==> config.mk <==
export PLATFORM = sky130hd
export DESIGN_NAME = c2h_pkt_gen
export DESIGN_NICKNAME = d
export VERILOG_FILES = /design/src/rtl/c2h_pkt_gen_pkg.sv /design/src/rtl/c2h_pkt_gen.sv
export SDC_FILE = /design/constraint.sdc
export NUM_CORES = 1
export LEC_CHECK = 0
export ABC_AREA = 1
export CAP_MARGIN = 25
export CORE_UTILIZATION = 41
export CTS_CLUSTER_SIZE = 16
export DETAILED_ROUTE_END_ITERATION = 16
export PLACE_DENSITY = 0.86
export SYNTH_ARGS = -nofsm -noshare
export SYNTH_HDL_FRONTEND = slang
export SYNTH_SLANG_ARGS = --single-unit
export TNS_END_PERCENT = 30
==> constraint.sdc <==
create_clock -name clk -period 2.7 [get_ports clk]
set_input_delay 0.405 -clock clk [delete_from_list [all_inputs] [get_ports clk]]
set_output_delay 0.405 -clock clk [all_outputs]
set_load 0.05 [all_outputs]
==> src/rtl/c2h_pkt_gen_pkg.sv <==
// Shared types and beat payload pattern for the C2H packet generator.
package c2h_pkt_gen_pkg;

   typedef enum logic [1:0] {
      IDLE = 2'd0,
      SEND = 2'd1,
      GAP  = 2'd2
   } state_e;

   function automatic logic [31:0] lane_word(
      input logic [15:0] seq,
      input logic [7:0]  beat,
      input logic [7:0]  lane
   );
      return {seq, beat, lane};
   endfunction

endpackage

==> src/rtl/c2h_pkt_gen.sv <==
// Synthetic C2H packet source: fixed-length AXI-S packets with
// sequence-tagged lanes, programmable packet count and inter-packet gap.
module c2h_pkt_gen
   import c2h_pkt_gen_pkg::*;
#(
   parameter int DATA_WIDTH    = 256,
   parameter int PKT_WORDS_LEN = 8
) (
   input  logic                  clk,
   input  logic                  rst_n,
   input  logic                  start,
   input  logic                  stop,
   input  logic [15:0]           num_pkts,
   input  logic [7:0]            gap_cycles,
   output logic                  m_axis_tvalid,
   input  logic                  m_axis_tready,
   output logic [DATA_WIDTH-1:0] m_axis_tdata,
   output logic                  m_axis_tlast,
   output logic                  busy,
   output logic [15:0]           pkts_sent,
   output logic                  done
);

   localparam int         LANES     = DATA_WIDTH / 32;
   localparam logic [7:0] LAST_BEAT = 8'(PKT_WORDS_LEN - 1);

   state_e      state_q, state_d;
   logic [15:0] num_q, num_d;
   logic [7:0]  gap_q, gap_d;
   logic [7:0]  gcnt_q, gcnt_d;
   logic [15:0] seq_q, seq_d;
   logic [7:0]  beat_q, beat_d;
   logic [15:0] pkts_q, pkts_d;
   logic        pend_q, pend_d;
   logic        done_q, done_d;

   logic        is_send;
   logic        hs;
   logic        last_beat;
   logic [15:0] pkts_inc;
   logic        end_run;
   logic [DATA_WIDTH-1:0] pattern;

   for (genvar i = 0; i < LANES; i++) begin : g_lane
      assign pattern[i*32 +: 32] = lane_word(seq_q, beat_q, 8'(i));
   end

   assign is_send   = (state_q == SEND);
   assign last_beat = (beat_q == LAST_BEAT);
   assign hs        = is_send & m_axis_tready;
   assign pkts_inc  = pkts_q + 16'd1;
   // A stop arriving on the final handshake counts as already pending.
   assign end_run   = pend_q | stop |
                      ((num_q != 16'd0) && (pkts_inc == num_q));

   assign m_axis_tvalid = is_send;
   assign m_axis_tlast  = is_send & last_beat;
   assign m_axis_tdata  = is_send ? pattern : '0;
   assign busy          = (state_q != IDLE);
   assign pkts_sent     = pkts_q;
   assign done          = done_q;

   always_comb begin
      state_d = state_q;
      num_d   = num_q;
      gap_d   = gap_q;
      gcnt_d  = gcnt_q;
      seq_d   = seq_q;
      beat_d  = beat_q;
      pkts_d  = pkts_q;
      pend_d  = pend_q;
      done_d  = 1'b0;
      unique case (state_q)
         IDLE: begin
            pend_d = 1'b0;
            if (start) begin
               num_d   = num_pkts;
               gap_d   = gap_cycles;
               pkts_d  = 16'd0;
               seq_d   = 16'd1;
               beat_d  = 8'd0;
               state_d = SEND;
            end
         end
         SEND: begin
            if (stop) pend_d = 1'b1;
            if (hs) begin
               if (last_beat) begin
                  pkts_d = pkts_inc;
                  seq_d  = seq_q + 16'd1;
                  beat_d = 8'd0;
                  if (end_run) begin
                     state_d = IDLE;
                     done_d  = 1'b1;
                     pend_d  = 1'b0;
                  end else if (gap_q != 8'd0) begin
                     state_d = GAP;
                     gcnt_d  = gap_q;
                  end
               end else begin
                  beat_d = beat_q + 8'd1;
               end
            end
         end
         GAP: begin
            if (stop) begin
               state_d = IDLE;
               done_d  = 1'b1;
               pend_d  = 1'b0;
            end else if (gcnt_q <= 8'd1) begin
               state_d = SEND;
            end else begin
               gcnt_d = gcnt_q - 8'd1;
            end
         end
         default: state_d = IDLE;
      endcase
   end

   always_ff @(posedge clk) begin
      if (!rst_n) begin
         state_q <= IDLE;
         num_q   <= 16'd0;
         gap_q   <= 8'd0;
         gcnt_q  <= 8'd0;
         seq_q   <= 16'd1;
         beat_q  <= 8'd0;
         pkts_q  <= 16'd0;
         pend_q  <= 1'b0;
         done_q  <= 1'b0;
      end else begin
         state_q <= state_d;
         num_q   <= num_d;
         gap_q   <= gap_d;
         gcnt_q  <= gcnt_d;
         seq_q   <= seq_d;
         beat_q  <= beat_d;
         pkts_q  <= pkts_d;
         pend_q  <= pend_d;
         done_q  <= done_d;
      end
   end

endmodule

==> key figures <==
Detailed routing
  • DRC Markers: 0
  • DR vias/cell: 4.84
  • Final WL: 17,300 µm
  • Vias: slightly below 6k
  • DRT iter0 DRCs: 520
  • Drt first pass iters: 6
  • Wire per inst: 14.5 µm
  • Number of routed nets with antenna violations: 0

Synth
  • Number of synthesized flops with an enable pin: 0
  • Top cell type's share of synthesized area: 0.286
  • Synthesized flop and latch total: 76
  • Yosys warning count: 0
  • Area leader, netlist: buf_4
  • Synth Instances: 907
  • Sequential area share after synthesis: 0.249
  • Top_reg_cell synth: dfxtp_1
  • Synth top area cells: buf_4 (29%), dfxtp_1 (25%), nand2_1 (10%)
  • Syn Area/Cell: 6.74 µm²
  • Async SR Flop Fraction: 0
  • Number of distinct library cells after synthesis: 41
  • Cell Area, Synth: 0.00611 mm²

Pwr
  • Power per cell area: 627 mW/mm²
  • Final Power: a little over 6 mW
  • Max VDD drop: about 0.49 mV
  • Leakage: approximately 4.2 nW

Floorplanning
  • Die Wd: 124 µm
  • Core footprint: 0.0145 mm²
  • Die Footprint: 0.0154 mm²
  • Initial core utilization: 0.420
  • Rows: 44
  • Die H: 124 µm
  • IO Pins: 305

Finish
  • N_diodes: 0
  • Post-route cell area: 0.00972 mm²
  • Share of post-route cells with drive strength above 1: 0.278
  • Non-Filler Instances: 1,190
  • Final Core Density: 0.669
  • P&R area growth vs syn: 59.1%
  • Fillers: 1,101
  • Nets: 1,040
  • Most frequent cells in the layout: buf_12 (193), nand2_1 (164), inv_1 (98), nor2_1 (80), dfxtp_1 (75)
  • Commonest non-fill, non-tap cell in the layout: buf_12

Global route
  • Vias in the first global route: 5,200
  • Largest net degree at the start of global routing: 45
  • First-pass GRT wire length: around 26,000 µm
  • Initial antenna violation count: 0
  • GR Overflow Total: 0
  • GRT Util Overall: 0.218

Placed design
  • Pre-CTS setup slack: 0.174 ns
  • HPWL Detailed: 13,600 µm
  • RePlAce Congestion: 0.918
  • Placed insts: 1,174
  • IO Port Bufs: 252
  • Placed cell area: around 0.0094 mm²

Timing
  • Final hold violation count: 0
  • Worst-Margin Slew: 0.732 ns
  • Final setup viols: 0
  • Max Clock Freq: 0.404 GHz
  • Max Slew Vio Count: 0
  • Slew HR: 0.511
  • Final hold slack: 0.473 ns
  • RSZ-0062 raised after global routing: no
  • PnR worst setup slack: ~0.22 ns
  • Final period util: 0.917
  • Worst Skew: 0.00485 ns
  • Final min period: approximately 2.5 ns
  • Post-Route Setup TNS: 0 ns

Clocking
  • CTS tree: done
  • H-tree depth reported by CTS: 3
  • Post-CTS setup repair buffer count: 0
  • Worst-Skew Late Latency: ~0.34 ns
  • Count of clock tree sinks: between 70 and 80
  • Clk root buf: clkbuf_16
  • TritonCTS buffer count: 9
  • Hold_buf cts: 0
  • Post_cts resized: 0
  • Worst-path clk slew: 0.06 ns
  • Bufs on Longest Clock Path: 2

Worst setup path
  • Crit. Startpoint: pkts_sent[1]
  • CP most frequent cell: nand2_1
  • Levels on crit path: 18
  • R2r worst-path depth: 18
  • CP cell instances: ha_1 -> nand2_1 -> nor2_4 -> nand2_1 -> nand2_1 -> nand2_1 -> nand2_1 -> nand2_1 -> nor2_1 -> nand2_1 -> nor2_1 -> nand3_2 -> nand3_2 -> nand2_2 -> nand2_4 -> nand2_1 -> nand2_1 -> nor2_1
  • Reg2reg end: gcnt_q[7]
  • Critical path class: reg2reg
  • Flop2flop setup slack: 0.22 ns
  • Crit path max fanout: 11
  • Crit path capture type: register
  • CP arrival: 2.71 ns
  • CP Buf/Inv Count: 0
  • Startpoint class of the critical path: register
  • Slowest-stage cell, CP: dfxtp_1
  • Top cell family by delay on the critical path: simple AND/OR/NAND/NOR gates
  • Critical Path RT: around 3 ns
  • Reg-to-Reg Start: pkts_sent[1]
  • Critical path's largest stage delay: 0.39 ns
  • Setup crit end: gcnt_q[7]

Worst hold path
  • Hold Crit Class: reg2reg

Flow run
  • Max-Cap Viols: 0

Status
  • Status: complete, no violations
-- cell type report --
type | instances | area (µm²) | share of cell area
multi-input cells | 531 | 2600 | 0.267
well taps | 184 | 230 | 0.0237
clock buffers | 9 | 225 | 0.0232
flip-flops and latches | 76 | 1520 | 0.157
repair buffers | 283 | 4650 | 0.479
inverters | 100 | 375 | 0.0386
clock inverters | 7 | 115 | 0.0118
-- layer usage --
layer	share of wire	GRT usage	routed length, µm
met2	0.54	0.423	9400
met3	0.091	0.0481	1570
met4	0.028	0.0759	489
met5	0	0	0
met1	0.34	0.227	5790
-- cell families (layout without fill, tap and decap cells) --
kind of cell | Yosys count | after routing | synth area share
xor+xnor | 13 | 13 | 0.0209
compound gates | 115 | 115 | 0.0997
buf+inv | 351 | 399 | 0.362
flops | 76 | 76 | 0.249
fa+ha+maj | 10 | 10 | 0.0205
other cells | 1 | 52 | 0.000614
simple gates | 341 | 341 | 0.247
-- Yosys cell counts, types with 2 or more instances --
master	number
dfxtp_1	76
nor4_1	3
buf_1	3
ha_1	10
a21oi_1	59
inv_2	2
xor2_1	8
nor2_1	81
xnor2_1	4
nand2_1	165
nor2_4	4
buf_6	2
nor3b_1	2
buf_4	233
inv_1	98
nor3_1	8
buf_2	3
or2_2	2
nand3_2	2
nand2_2	5
nand3_1	48
clkbuf_1	10
o21ai_0	47
nand3b_1	3
nor2_2	3
nand4_1	11
-- worst min path at each step --
stage	start	end	cells after the start	slack, ns
2_1_floorplan	gap_q[3]	gap_q[3]	2	0.44
3_5_place_dp	gap_q[1]	gap_q[1]	2	0.46
4_1_cts	gap_q[1]	gap_q[1]	2	0.47
6_report	gap_q[1]	gap_q[1]	2	0.47
3_3_place_gp	seq_q[14]	seq_q[14]	1	0.46
5_1_grt	gap_q[1]	gap_q[1]	2	0.50
-- worst reg2reg max path: cells and delay by family (launching register included) --
kind                     cells  cell delay (ns)
AND/OR/NAND/NOR             17             1.76
flip-flops                   1             0.39
adder cells (fa/ha/maj)      1             0.22
-- state kept, by name, indices dropped and copies added (netlist names) --
name       count
gap_q          8
done           1
pend_q         1
seq_q         16
pkts_sent     16
state_q        2
beat_q         8
num_q         16
gcnt_q         8
-- power by group --
| part | total, mW | internal [mW] | switching, mW |
|---|---|---|---|
| Sequential | 1.45 | 1.30 | 0.151 |
| Clock | 1.38 | 0.899 | 0.480 |
| Combinational | 3.27 | 1.07 | 2.20 |
| Total | 6.10 | 3.27 | 2.83 |
Note: power is estimated with default switching activity, not from simulation.
